$ cat src/rtl/instr_commit_multi_if.sv
// Shared ROB-entry / store-request types and the commit-stage bus.
// master = ROB/CP0/LSU side, slave = commit unit.
package instr_commit_pkg;
    typedef enum logic [2:0] {
        FU_ALU    = 3'd0,
        FU_MUL    = 3'd1,
        FU_CP0    = 3'd2,
        FU_STORE  = 3'd3,
        FU_LOAD   = 3'd4,
        FU_BRANCH = 3'd5
    } fu_t;

    typedef struct packed {
        logic [31:0] addr;
        logic [31:0] wdata;
        logic [3:0]  be;
    } data_memreq_t;

    typedef struct packed {
        data_memreq_t memreq;
    } rob_data_t;

    typedef struct packed {
        logic        valid;
        logic        busy;
        fu_t         fu;
        logic [4:0]  dest;
        logic [31:0] value;
        logic [31:0] pc;
        logic        need_flush;
        logic        ex_valid;
        rob_data_t   data;
    } rob_entry_t;
endpackage

interface instr_commit_multi_if #(
    parameter int COMMIT_WIDTH = 2
);
    localparam int ACK_W  = $clog2(COMMIT_WIDTH + 1);
    localparam int SLOT_W = (COMMIT_WIDTH > 1) ? $clog2(COMMIT_WIDTH) : 1;

    instr_commit_pkg::rob_entry_t [COMMIT_WIDTH-1:0] rob_packet;
    logic                               rob_empty;
    logic [31:0]                        except_vec;
    logic                               lsu_store_full;

    logic [ACK_W-1:0]                   rob_ack_cnt;
    logic [COMMIT_WIDTH-1:0]            reg_we;
    logic [COMMIT_WIDTH-1:0][4:0]       reg_waddr;
    logic [COMMIT_WIDTH-1:0][31:0]      reg_wdata;
    instr_commit_pkg::data_memreq_t     lsu_store_memreq;
    logic                               lsu_store_push;
    logic                               commit_mul;
    logic                               commit_cp0;
    logic                               except_req_valid;
    logic [SLOT_W-1:0]                  except_slot;
    logic [31:0]                        except_pc;
    logic                               commit_flush;
    logic [31:0]                        commit_flush_pc;
    logic [31:0]                        perf_retired;

    modport master (
        output rob_packet, rob_empty, except_vec, lsu_store_full,
        input  rob_ack_cnt, reg_we, reg_waddr, reg_wdata, lsu_store_memreq,
               lsu_store_push, commit_mul, commit_cp0, except_req_valid,
               except_slot, except_pc, commit_flush, commit_flush_pc, perf_retired
    );

    modport slave (
        input  rob_packet, rob_empty, except_vec, lsu_store_full,
        output rob_ack_cnt, reg_we, reg_waddr, reg_wdata, lsu_store_memreq,
               lsu_store_push, commit_mul, commit_cp0, except_req_valid,
               except_slot, except_pc, commit_flush, commit_flush_pc, perf_retired
    );
endinterface

$ cat src/rtl/instr_commit_multi.sv
// Multi-slot in-order commit: retires the ROB head prefix, raises exceptions/flushes.
// Optional retired-instruction counter enabled by `define COMMIT_PERF_CNT_EN.
module instr_commit_multi
    import instr_commit_pkg::*;
#(
    parameter int COMMIT_WIDTH = 2,
    parameter int FLUSH_WAIT   = 3
) (
    input  logic                 clk,
    input  logic                 rst_n,
    instr_commit_multi_if.slave  bus
);
    localparam int ACK_W  = $clog2(COMMIT_WIDTH + 1);
    localparam int SLOT_W = (COMMIT_WIDTH > 1) ? $clog2(COMMIT_WIDTH) : 1;

    typedef enum logic [1:0] {S_IDLE, S_FLUSH, S_WAIT} state_t;

    state_t      r_state, w_state_nxt;
    logic [3:0]  r_wait_cnt, w_wait_cnt_nxt;
    logic [31:0] r_flush_pc, w_flush_pc_nxt;

    logic [COMMIT_WIDTH-1:0] w_retire;
    logic [COMMIT_WIDTH-1:0] w_we;
    logic [ACK_W-1:0]        w_ack;
    logic                    w_stop;
    logic                    w_exc_hit, w_nf_hit;
    logic [SLOT_W-1:0]       w_exc_slot;
    logic [31:0]             w_exc_pc, w_nf_pc;
    logic                    w_st_hit, w_mul_hit, w_cp0_hit;
    data_memreq_t            w_st_req;
    logic                    w_active;

    // Walk the head oldest-first; the first slot that cannot retire ends the prefix.
    always_comb begin
        w_retire   = '0;
        w_ack      = '0;
        w_stop     = 1'b0;
        w_exc_hit  = 1'b0;
        w_exc_slot = '0;
        w_exc_pc   = '0;
        w_nf_hit   = 1'b0;
        w_nf_pc    = '0;
        w_st_hit   = 1'b0;
        w_mul_hit  = 1'b0;
        w_cp0_hit  = 1'b0;
        w_st_req   = '0;
        for (int i = 0; i < COMMIT_WIDTH; i++) begin
            if (!w_stop) begin
                if (!bus.rob_packet[i].valid || bus.rob_packet[i].busy || bus.rob_empty) begin
                    w_stop = 1'b1;
                end else if (bus.rob_packet[i].ex_valid) begin
                    w_exc_hit  = 1'b1;
                    w_exc_slot = SLOT_W'(i);
                    w_exc_pc   = bus.rob_packet[i].pc;
                    w_stop     = 1'b1;
                end else if ((bus.rob_packet[i].fu == FU_STORE && (w_st_hit || bus.lsu_store_full)) ||
                             (bus.rob_packet[i].fu == FU_MUL   && w_mul_hit) ||
                             (bus.rob_packet[i].fu == FU_CP0   && w_cp0_hit)) begin
                    w_stop = 1'b1;
                end else begin
                    w_retire[i] = 1'b1;
                    w_ack       = w_ack + ACK_W'(1);
                    if (bus.rob_packet[i].fu == FU_STORE) begin
                        w_st_hit = 1'b1;
                        w_st_req = bus.rob_packet[i].data.memreq;
                    end
                    if (bus.rob_packet[i].fu == FU_MUL) w_mul_hit = 1'b1;
                    if (bus.rob_packet[i].fu == FU_CP0) w_cp0_hit = 1'b1;
                    if (bus.rob_packet[i].need_flush) begin
                        w_nf_hit = 1'b1;
                        w_nf_pc  = bus.rob_packet[i].pc + 32'd4;
                        w_stop   = 1'b1;
                    end
                end
            end
        end
    end

    always_ff @(posedge clk or negedge rst_n) begin
        if (!rst_n) begin
            r_state    <= S_IDLE;
            r_wait_cnt <= '0;
            r_flush_pc <= '0;
        end else begin
            r_state    <= w_state_nxt;
            r_wait_cnt <= w_wait_cnt_nxt;
            r_flush_pc <= w_flush_pc_nxt;
        end
    end

    always_comb begin
        w_state_nxt    = r_state;
        w_wait_cnt_nxt = r_wait_cnt;
        w_flush_pc_nxt = r_flush_pc;
        unique case (r_state)
            S_IDLE: begin
                if (w_exc_hit) begin
                    w_state_nxt    = S_FLUSH;
                    w_flush_pc_nxt = bus.except_vec;
                end else if (w_nf_hit) begin
                    w_state_nxt    = S_FLUSH;
                    w_flush_pc_nxt = w_nf_pc;
                end
            end
            S_FLUSH: begin
                if (FLUSH_WAIT == 0) begin
                    w_state_nxt = S_IDLE;
                end else begin
                    w_state_nxt    = S_WAIT;
                    w_wait_cnt_nxt = 4'(FLUSH_WAIT);
                end
            end
            S_WAIT: begin
                if (r_wait_cnt <= 4'd1) begin
                    w_state_nxt    = S_IDLE;
                    w_wait_cnt_nxt = '0;
                end else begin
                    w_wait_cnt_nxt = r_wait_cnt - 4'd1;
                end
            end
            default: w_state_nxt = S_IDLE;
        endcase
    end

    // Commit side effects only leave the block in IDLE and out of reset.
    assign w_active = rst_n && (r_state == S_IDLE);

    for (genvar g = 0; g < COMMIT_WIDTH; g++) begin : g_slot
        assign w_we[g] = w_active && w_retire[g] && (bus.rob_packet[g].dest != 5'd0) &&
                         (bus.rob_packet[g].fu != FU_STORE);
        assign bus.reg_we[g]    = w_we[g];
        assign bus.reg_waddr[g] = w_we[g] ? bus.rob_packet[g].dest  : 5'd0;
        assign bus.reg_wdata[g] = w_we[g] ? bus.rob_packet[g].value : 32'd0;
    end

    assign bus.rob_ack_cnt      = w_active ? w_ack : '0;
    assign bus.lsu_store_push   = w_active && w_st_hit;
    assign bus.lsu_store_memreq = (w_active && w_st_hit) ? w_st_req : '0;
    assign bus.commit_mul       = w_active && w_mul_hit;
    assign bus.commit_cp0       = w_active && w_cp0_hit;
    assign bus.except_req_valid = w_active && w_exc_hit;
    assign bus.except_slot      = (w_active && w_exc_hit) ? w_exc_slot : '0;
    assign bus.except_pc        = (w_active && w_exc_hit) ? w_exc_pc   : 32'd0;
    assign bus.commit_flush     = rst_n && (r_state == S_FLUSH);
    assign bus.commit_flush_pc  = (rst_n && (r_state == S_FLUSH)) ? r_flush_pc : 32'd0;

`ifdef COMMIT_PERF_CNT_EN
    logic [31:0] r_perf;
    always_ff @(posedge clk or negedge rst_n) begin
        if (!rst_n) r_perf <= '0;
        else        r_perf <= r_perf + 32'(bus.rob_ack_cnt);
    end
    assign bus.perf_retired = r_perf;
`else
    assign bus.perf_retired = 32'd0;
`endif
endmodule
$ cat src/flat_wrapper.sv
// flat-port wrapper written by rule: the top's interface ports become plain ports
module instr_commit_multi_flat import instr_commit_pkg::*;
#(
    parameter int COMMIT_WIDTH = 2,
    parameter int FLUSH_WAIT   = 3
)
  (clk, rst_n, bus_rob_packet, bus_rob_empty, bus_except_vec, bus_lsu_store_full, bus_rob_ack_cnt, bus_reg_we, bus_reg_waddr, bus_reg_wdata, bus_lsu_store_memreq, bus_lsu_store_push, bus_commit_mul, bus_commit_cp0, bus_except_req_valid, bus_except_slot, bus_except_pc, bus_commit_flush, bus_commit_flush_pc, bus_perf_retired);
  instr_commit_multi_if #(.COMMIT_WIDTH(COMMIT_WIDTH)) bus_i ();
  input  logic clk;
  input  logic rst_n;
  input wire logic [$bits(bus_i.rob_packet)-1:0] bus_rob_packet;
  input wire logic [$bits(bus_i.rob_empty)-1:0] bus_rob_empty;
  input wire logic [$bits(bus_i.except_vec)-1:0] bus_except_vec;
  input wire logic [$bits(bus_i.lsu_store_full)-1:0] bus_lsu_store_full;
  output wire logic [$bits(bus_i.rob_ack_cnt)-1:0] bus_rob_ack_cnt;
  output wire logic [$bits(bus_i.reg_we)-1:0] bus_reg_we;
  output wire logic [$bits(bus_i.reg_waddr)-1:0] bus_reg_waddr;
  output wire logic [$bits(bus_i.reg_wdata)-1:0] bus_reg_wdata;
  output wire logic [$bits(bus_i.lsu_store_memreq)-1:0] bus_lsu_store_memreq;
  output wire logic [$bits(bus_i.lsu_store_push)-1:0] bus_lsu_store_push;
  output wire logic [$bits(bus_i.commit_mul)-1:0] bus_commit_mul;
  output wire logic [$bits(bus_i.commit_cp0)-1:0] bus_commit_cp0;
  output wire logic [$bits(bus_i.except_req_valid)-1:0] bus_except_req_valid;
  output wire logic [$bits(bus_i.except_slot)-1:0] bus_except_slot;
  output wire logic [$bits(bus_i.except_pc)-1:0] bus_except_pc;
  output wire logic [$bits(bus_i.commit_flush)-1:0] bus_commit_flush;
  output wire logic [$bits(bus_i.commit_flush_pc)-1:0] bus_commit_flush_pc;
  output wire logic [$bits(bus_i.perf_retired)-1:0] bus_perf_retired;
  assign bus_i.rob_packet = bus_rob_packet;
  assign bus_i.rob_empty = bus_rob_empty;
  assign bus_i.except_vec = bus_except_vec;
  assign bus_i.lsu_store_full = bus_lsu_store_full;
  assign bus_rob_ack_cnt = bus_i.rob_ack_cnt;
  assign bus_reg_we = bus_i.reg_we;
  assign bus_reg_waddr = bus_i.reg_waddr;
  assign bus_reg_wdata = bus_i.reg_wdata;
  assign bus_lsu_store_memreq = bus_i.lsu_store_memreq;
  assign bus_lsu_store_push = bus_i.lsu_store_push;
  assign bus_commit_mul = bus_i.commit_mul;
  assign bus_commit_cp0 = bus_i.commit_cp0;
  assign bus_except_req_valid = bus_i.except_req_valid;
  assign bus_except_slot = bus_i.except_slot;
  assign bus_except_pc = bus_i.except_pc;
  assign bus_commit_flush = bus_i.commit_flush;
  assign bus_commit_flush_pc = bus_i.commit_flush_pc;
  assign bus_perf_retired = bus_i.perf_retired;
  instr_commit_multi #(.COMMIT_WIDTH(COMMIT_WIDTH), .FLUSH_WAIT(FLUSH_WAIT)) u_core (.clk(clk), .rst_n(rst_n), .bus(bus_i));
endmodule
$ cat config.mk
export PLATFORM = sky130hd
export DESIGN_NAME = instr_commit_multi_flat
export DESIGN_NICKNAME = d
export VERILOG_FILES = /design/src/rtl/instr_commit_multi_if.sv /design/src/rtl/instr_commit_multi.sv /design/src/flat_wrapper.sv
export SDC_FILE = /design/constraint.sdc
export NUM_CORES = 1
export LEC_CHECK = 0
export ABC_CLOCK_PERIOD_IN_PS = 3300
export BUFFER_PORTS_ARGS = -buffer_cell sky130_fd_sc_hd__buf_2
export CORE_AREA = 4 4 220 222
export DETAILED_ROUTE_END_ITERATION = 8
export DIE_AREA = 0 0 224 226
export SLEW_MARGIN = 10
export SYNTH_ARGS = -nofsm -noshare
export SYNTH_HDL_FRONTEND = slang
export SYNTH_SLANG_ARGS = --single-unit
export TNS_END_PERCENT = 1
$ cat constraint.sdc
create_clock -name clk -period 3.3 [get_ports clk]
set_clock_uncertainty 0.05 [all_clocks]
set_input_delay 0.33 -clock clk [delete_from_list [all_inputs] [get_ports clk]]
set_output_delay 0.33 -clock clk [all_outputs]
set_load 0.005 [all_outputs]
==> impl_metrics.ini, run 1 <==
[run_status]
status = finished clean

[synth]
ys_top_cells_by_count = nor2_1, a22oi_1, and2_1
async_flop_share = 1.00
synth-edff-count = 0
ys_seq_elements = 38
yosysWarnings = 0
syn_inst = 868
yosysSeqAreaShare = 0.157
synth-main-ff-cell = dfrtp_1
synthDistinctLibCells = 65
syn_area_um2 = 6060
syn_avg_cell_area_um2 = 6.98
yosysMostFrequentCell = nor2_1
ys_top_cells_by_area = dfrtp_1, a22oi_1, nor2_1, and2_1, buf_4
synth.top_cell.area_share = 0.157
synth_top_area_cell = dfrtp_1

[floorplan]
ios = 572
initial_core_util = 0.131
dieWidth_um = 224
rows = 79
core-area_um2 = 46400
die-area_um2 = 50600
fp.dieH_um = 226

[timing]
period_share = 0.962
rsz0062_at_grt = no
finalSetupViolCount = 0
final-max-slew-violation-count = 0
finalHoldViolCount = 0
timing.fmax_mhz = 315
relSlewSlack = 0.474
setup_tns_ns = 0
post-route-min-period_ns = 3.17
worst_pin_slew_ns = 0.788

[cells_and_area]
multi_input_area_um2 = 4610
nNetsFinal = 1712
areaGrowthSynthToFinish_pct = 57.7
final_area_um2 = 9550
instances_no_fill = 1989
num-fill-cells = 5264
seq_area_um2 = 951
drive_gt1_frac = 0.445
fin_util = 0.206

[power_and_ir_drop]
finalPower_mw = 2.30
ir_worst_vdd_v = 0.000180
clkPwrFrac = 0.203
p_sw_frac = 0.454
power_frac_comb = 0.529
p_sw_mw = 1.04
pwr-share-seq = 0.269
powerDensity_nw_per_um2 = 240
internal_power_mw = 1.25
p_leak_nw = 4.79

[critical_path]
critPathCaptureType = output port
worst_path_largest_cell_delay_ns = 0.64
worstSetupPathType = primary input to output port
cp_data_required_time_ns = 2.92
arrival_ns = 2.79
critical_path_buf_inv_count = 3
crit_top_cell = buf_2
cp_slowest_cell = or4b_1
cp_max_fo = 53
crit_family = simple AND/OR/NAND/NOR gates
cp-start-kind = primary input
worstPathCellList = buf_2 > or4b_1 > nor4_4 > o211ai_2 > nor2_4 > buf_12 > a22oi_1 > nor2_1 > buf_2

[detailed_routing]
vias = 9002
drt-met1-wl_um = 20200
vias_per_cell = 4.53
wl_met3_um = 4690
wl_um = 50000
final_antenna_net_count = 0
drtIter0Drc = 611
routed.top_layer = met5
first_pass_iters = 5
wl_per_cell_um = 25.1
drc = 0
wl_met2_um = 24300

[cts]
htree_levels = 2
root_buffer = clkbuf_16
clock_latency_ns = 0.28
cts_max_path_buffers = 2
cts.sinks = 38
numCtsBuffers = 5
cts_tree = done
cts_hold_buffers = 0
path_clk_slew_ns = 0.06
cts_resized = 0
postCtsSetupBuffers = 0

[global_routing]
grt_usage = 0.182
grt_pass1_vias = 8648
grt_antenna_before_repair = 34
grt_max_degree = 66
overflow = 0
grt_pass1_wl_um = 66200

[worst_hold_path]
min_path_type = primary input to async pin

[placement]
dp_hpwl_um = 43900
io_buffers = 539
dp.cells = 1979
gp_congestion = 0.891
dpl-instance-area_um2 = 9410

[flow_run]
cap_violations = 0
==> power by group through the flow <==
stage          Combinational [mW]  Clock (mW)  Sequential (mW)
6_report                     1.21       0.465            0.617
5_1_grt                      1.34       0.497            0.626
4_1_cts                      1.22       0.481            0.616
3_5_place_dp                 1.21           0            0.624
3_3_place_gp                 1.19           0            0.618
2_1_floorplan               0.641           0            0.606
==> area by class of cell <==
cell class / instances / share of cell area
Clock inverter: 2 / 0.00105
Clock buffer: 5 / 0.0131
Timing Repair Buffer: 576 / 0.318
Antenna cell: 3 / 0.000786
Inverter: 13 / 0.00511
Tap cell: 607 / 0.0795
Sequential cell: 38 / 0.0996
Multi-Input combinational cell: 745 / 0.483
==> per-layer routing <==
layer / global-route usage / vias to the layer above
met4: 0.0245 / 4
met5: 0 / -
li1: - / 4116
met1: 0.232 / 4317
met2: 0.315 / 498
met3: 0.0530 / 67
==> layout by cell type (no fill, tap or decap), types with 6 or more instances in the layout <==
cell      netlist  final
a211oi_1        7      7
a21oi_1        22     22
a22oi_1        92     92
and2_1         77     77
and3_1         40     40
buf_2          11    539
buf_4          37     32
conb_1          1     32
dfrtp_1        38     38
ha_1            9      9
inv_1          13     13
nand2_1        71     70
nand3_1        29     29
nand4_1        16     16
nor2_1        129    127
nor3_1         15     15
nor4_1         13     13
o21ai_0        21     21
o21ai_1        23     23
o22ai_1         6      6
o31ai_1         9      9
o31ai_2        10     10
or4_1          12     12
xnor2_1        30     30
xor2_1         17     17
==> final timing paths <==
path | from | end | slack [ns] | cells past startpoint
worst max-delay path | bus_rob_packet[68] | bus_lsu_store_memreq[10] | 0.13 | 9
worst min-delay path | rst_n | u_core.r_wait_cnt[0] | 0.04 | 2
worst max register to register | u_core.r_state[0] | u_core.r_flush_pc[19] | 1.53 | 7
worst min register to register | u_core.r_flush_pc[0] | u_core.r_flush_pc[0] | 0.43 | 2
max in group asynchronous | rst_n | u_core.r_flush_pc[5] | 2.51 | 2
min in group clk | bus_except_vec[11] | u_core.r_flush_pc[11] | 0.29 | 3
==> metrics by stage <==
step / hold WS, ns / setup WS, ns
6_report: 0.0395 / 0.125
5_1_grt: 0.0525 / 0.0104
4_1_cts: 0.0470 / 0.185
3_5_place_dp: 0.351 / 0.200
3_3_place_gp: 0.348 / 0.193
2_1_floorplan: -0.0156 / 0.683
==> cells by family (layout without fill, tap and decap cells) <==
group | after synthesis | after routing | synth area share
fa+ha+maj | 9 | 9 | 0.0186
buf+inv | 116 | 596 | 0.108
simple gates | 432 | 432 | 0.376
mux | 1 | 1 | 0.00186
xor+xnor | 47 | 47 | 0.0679
other cells | 1 | 35 | 0.000619
flops | 38 | 38 | 0.157
compound gates | 224 | 224 | 0.270
==> state kept, by name, indices dropped and copies added (netlist names) <==
register / cells
u_core.r_wait_cnt: 4
u_core.r_state: 2
u_core.r_flush_pc: 32
Note: power is estimated with default switching activity, not from simulation.
==> inputs of run 2 (changes only) <==
Settings changed: ABC_AREA from default to 1, CORE_AREA 4 4 220 222 to 4 4 222 224, DIE_AREA 0 0 224 226 to 0 0 226 228.
==> impl_metrics.ini, run 2 <==
[run_status]
status = finished clean

[timing]
worst_pin_slew_ns = 0.701
post-route-min-period_ns = 2.90
timing.fmax_mhz = 345
period_share = 0.878
final-max-slew-violation-count = 0
rsz0062_at_grt = no
setup_tns_ns = 0
timing.hold.ws_ns = 0.0961
finalSetupViolCount = 0
relSlewSlack = 0.528
finalHoldViolCount = 0

[critical_path]
crit_family = simple AND/OR/NAND/NOR gates
r2r_start = u_core.r_state[0]
cp_max_fo = 22
cp_data_required_time_ns = 2.92
crit_start = bus_rob_packet[142]
arrival_ns = 2.52
worstPathCellList = buf_2 > inv_1 > nand3b_4 > nor2_4 > nand3_4 > nor2_4 > inv_2 > nor2_8 > nand2_4 > nand2_2 > nand2_2 > buf_4 > nor3_1 > buf_2
worstSetupPathType = primary input to output port
critPathCaptureType = output port
critical_path_buf_inv_count = 5
cp_slowest_cell = buf_4
cp-start-kind = primary input
worst_path_largest_cell_delay_ns = 0.32

[global_routing]
grt_antenna_before_repair = 50
grt_usage = 0.176
grt_max_degree = 84
grt_pass1_vias = 9964
grt_pass1_wl_um = 67500
overflow = 0

[cells_and_area]
areaGrowthSynthToFinish_pct = 49.8
largest_reg_flops = 32
top_regs = u_core.r_flush_pc: 32 flops, u_core.r_wait_cnt: 4 flops, u_core.r_state: 2 flops
final_common_cell = buf_2
fin_util = 0.222
num-fill-cells = 5680
nNetsFinal = 2191
drive_gt1_frac = 0.327
layout_common_cells = buf_2, nor2_1, nand2_1
top_register = u_core.r_flush_pc

[cts]
postCtsSetupBuffers = 0
cts_tree = done
htree_levels = 2
cts_max_path_buffers = 2
clock_latency_ns = 0.28
cts.sinks = 38
numCtsBuffers = 5
root_buffer = clkbuf_16
cts_hold_buffers = 0
cts_resized = 0
path_clk_slew_ns = 0.06

[floorplan]
core-area_um2 = 47300
dieWidth_um = 226
ios = 572
die-area_um2 = 51500
fp.dieH_um = 228
rows = 80
initial_core_util = 0.148

[synth]
ys_top_cells_by_area = nor2_1, dfrtp_1, nand2_1, inv_1, o21ai_0
ys_seq_elements = 38
syn_avg_cell_area_um2 = 5.20
yosysWarnings = 0
syn_inst = 1347
async_flop_share = 1.00
synthDistinctLibCells = 43
synth-main-ff-cell = dfrtp_1
synth_top_area_cell = nor2_1
yosysMostFrequentCell = nor2_1
syn_area_um2 = 7010
yosysSeqAreaShare = 0.136
ys_top_cells_by_count = nor2_1, nand2_1, inv_1
synth-edff-count = 0
synth.top_cell.area_share = 0.153

[power_and_ir_drop]
powerDensity_nw_per_um2 = 204
finalPower_mw = 2.14
ir_worst_vdd_v = 0.000257
p_leak_nw = 6.06

[placement]
io_buffers = 539
dp_hpwl_um = 43100
gp_congestion = 1.02

[detailed_routing]
wl_um = 49000
first_pass_iters = 6
wl_per_cell_um = 19.7
vias = 10600
drtIter0Drc = 959
vias_per_cell = 4.26
final_antenna_net_count = 0
drc = 0

[flow_run]
cap_violations = 0

[worst_hold_path]
min_path_type = primary input to async pin
run 2: changes by cell type in the layout (fill, tap and decap cells not counted), moves of 42 or more:
cell     delta
o21ai_0    +81
a22oi_1    -91
and2_1     -75
nand3_1    +42
nand2_1   +179
nor3_1     +50
a21oi_1    +71
inv_1     +213
nor2_1    +158
run 2: final timing paths:
kind | cells after the start | endpoint | slack (ns)
max | 14 | bus_lsu_store_memreq[37] | 0.40
min | 2 | u_core.r_flush_pc[20] | 0.1
max reg2reg | 8 | u_core.r_flush_pc[31] | 1.63
min reg2reg | 2 | u_core.r_flush_pc[23] | 0.43
max in group asynchronous | 2 | u_core.r_flush_pc[0] | 2.72
min in group clk | 3 | u_core.r_flush_pc[10] | 0.30
run 2: layer usage:
metal  vias to the layer above  global-route usage  wire length [um]
li1                       5186                   -                 -
met1                      4710               0.228             20400
met2                       564               0.271             21000
met3                        86              0.0792              6160
met4                        48              0.0373              1130
met5                         -                   0               317
run 2: stage by stage:
stage               instances  worst slack, ns  cell area, um^2
detailed placement       2466            0.416            10300
global route             2480            0.202            10500
finish                   2488            0.402            10500
CTS                      2474            0.417            10500
global placement         2466            0.425            10300
floorplan                1378             1.19             7130
run 2: final cells by class:
cell class	instances	area, um^2	share of cell area
flip-flops and latches	38	951	0.0905
well taps	615	769	0.0732
clock buffers	6	139	0.0132
repair buffers	568	2930	0.279
inverters	232	876	0.0834
multi-input cells	1013	4750	0.452
clock inverters	2	60.1	0.00572
diodes	14	35.0	0.00333
run 2: report_power, final:
part | total, mW | switching, mW | internal (mW) | leakage (nW)
Sequential | 0.594 | 0.0425 | 0.552 | 0.512
Clock | 0.649 | 0.195 | 0.454 | 0.0972
Combinational | 0.895 | 0.568 | 0.327 | 5.45
run 2: logic make-up (layout without fill, tap and decap cells):
group	after synthesis	in the layout	synth area share
fa+ha+maj	9	9	0.0161
simple gates	716	716	0.438
xor+xnor	25	25	0.0312
compound gates	231	231	0.174
flops	38	38	0.136
buf+inv	327	808	0.204
other cells	1	46	0.000535
==> inputs of run 3 (changes only) <==
--- a/constraint.sdc
+++ b/constraint.sdc
@@ -4,2 +4,2 @@
 set_output_delay 0.33 -clock clk [all_outputs]
-set_load 0.005 [all_outputs]
+set_load 0.02 [all_outputs]
==> impl_metrics.ini, run 3 (synthesized netlist as in run 2, its figures left out) <==
[cells_and_area]
nNetsFinal = 2188
num-fill-cells = 5667
layout_common_cells = buf_2, nor2_1, nand2_1
areaGrowthSynthToFinish_pct = 49.4
drive_gt1_frac = 0.325
fin_util = 0.221
top_regs = u_core.r_flush_pc: 32 flops, u_core.r_wait_cnt: 4 flops, u_core.r_state: 2 flops
largest_reg_flops = 32
top_register = u_core.r_flush_pc
final_common_cell = buf_2

[timing]
finalHoldViolCount = 0
finalSetupViolCount = 0
final-max-slew-violation-count = 0
rsz0062_at_grt = no
relSlewSlack = 0.572
timing.fmax_mhz = 335
post-route-min-period_ns = 2.98
setup_tns_ns = 0
worst_pin_slew_ns = 0.636
fin_ws_ns = 0.319
period_share = 0.903

[worst_hold_path]
min_path_type = primary input to async pin

[detailed_routing]
wl_per_cell_um = 19.7
drtIter0Drc = 862
vias = 10600
drc = 0
vias_per_cell = 4.25
final_antenna_net_count = 0
wl_um = 48900
first_pass_iters = 5

[cts]
clock_latency_ns = 0.28
cts_hold_buffers = 0
path_clk_slew_ns = 0.06
cts_tree = done
cts.sinks = 38
cts_resized = 0
cts_max_path_buffers = 2
postCtsSetupBuffers = 0
htree_levels = 2
root_buffer = clkbuf_16
numCtsBuffers = 5

[critical_path]
worstSetupPathType = flip-flop to output port
arrival_ns = 2.60
critPathCaptureType = output port
cp_data_required_time_ns = 2.92
cp_max_fo = 38
ff2ff_setup_slack_ns = 1.67
cp-start-kind = flip-flop
reg2reg_depth = 6
r2r_start = u_core.r_state[0]
reg2reg_to = u_core.r_flush_pc[7]

[placement]
gp_congestion = 0.989
io_buffers = 539
pre_cts_ws_ns = 0.440
dp_hpwl_um = 43300

[floorplan]
ios = 572
rows = 80
dieWidth_um = 226
fp.dieH_um = 228
core-area_um2 = 47300
die-area_um2 = 51500
initial_core_util = 0.148

[power_and_ir_drop]
p_leak_nw = 6.05
finalPower_mw = 2.18
powerDensity_nw_per_um2 = 208
ir_worst_vdd_v = 0.000187

[global_routing]
overflow = 0
grt_max_degree = 105
grt_pass1_wl_um = 67300
grt_usage = 0.176
grt_antenna_before_repair = 53
grt_pass1_vias = 9774

[run_status]
status = finished clean

[flow_run]
cap_violations = 0
run 3: changes by cell type in the layout (fill, tap and decap cells not counted):
cell / before / now
diode_2: 14 / 11
buf_4: 28 / 25
run 3: layout make-up:
type	count	area, um^2	area share
well taps	615	769	0.0735
flip-flops and latches	38	951	0.0908
diodes	11	27.5	0.00263
clock buffers	6	139	0.0133
multi-input cells	1013	4750	0.453
clock inverters	2	60.1	0.00573
repair buffers	565	2910	0.277
inverters	232	876	0.0836
run 3: how the worst max path moves through the flow:
stage / startpoint / endpoint / slack (ns)
6_report: u_core.r_state[0] / bus_reg_wdata[17] / 0.32
5_1_grt: u_core.r_state[1] / bus_lsu_store_memreq[17] / 0.09
4_1_cts: u_core.r_state[0] / bus_reg_wdata[17] / 0.25
3_5_place_dp: bus_rob_packet[142] / bus_reg_wdata[32] / 0.44
3_3_place_gp: bus_rob_packet[142] / bus_except_pc[2] / 0.45
2_1_floorplan: bus_rob_packet[142] / bus_except_pc[13] / 0.77
run 3: metrics by stage:
step | cells | hold WS [ns] | area [um^2]
after floorplan | 1378 | -0.0156 | 7130
after global placement | 2463 | 0.415 | 10200
after detailed placement | 2463 | 0.419 | 10200
after CTS | 2471 | 0.131 | 10400
after global routing | 2472 | 0.148 | 10500
final | 2482 | 0.0952 | 10500
run 3: critical path, cell delays in order, from the launching register on:
cell and delay [ns]:
dfrtp_1 0.41, inv_1 0.10, ha_1 0.18, nand2_1 0.29, buf_4 0.29, nor2_1 0.16
nand3_1 0.09, buf_4 0.26, nor2_1 0.28, buf_2 0.23
run 3: where the power goes:
| part | internal (mW) | switching, mW |
|---|---|---|
| clock | 0.454 | 0.192 |
| sequential | 0.552 | 0.0433 |
| combinational | 0.324 | 0.617 |
| total | 1.33 | 0.853 |
run 3: per-layer routing:
layer,up-vias,track usage,part of all wire,wire length (um)
met1,4660,0.227,0.40,19400
li1,5183,-,-,-
met5,-,0,0.0064,311
met3,89,0.0815,0.14,6820
met4,52,0.0348,0.023,1150
met2,576,0.273,0.43,21300
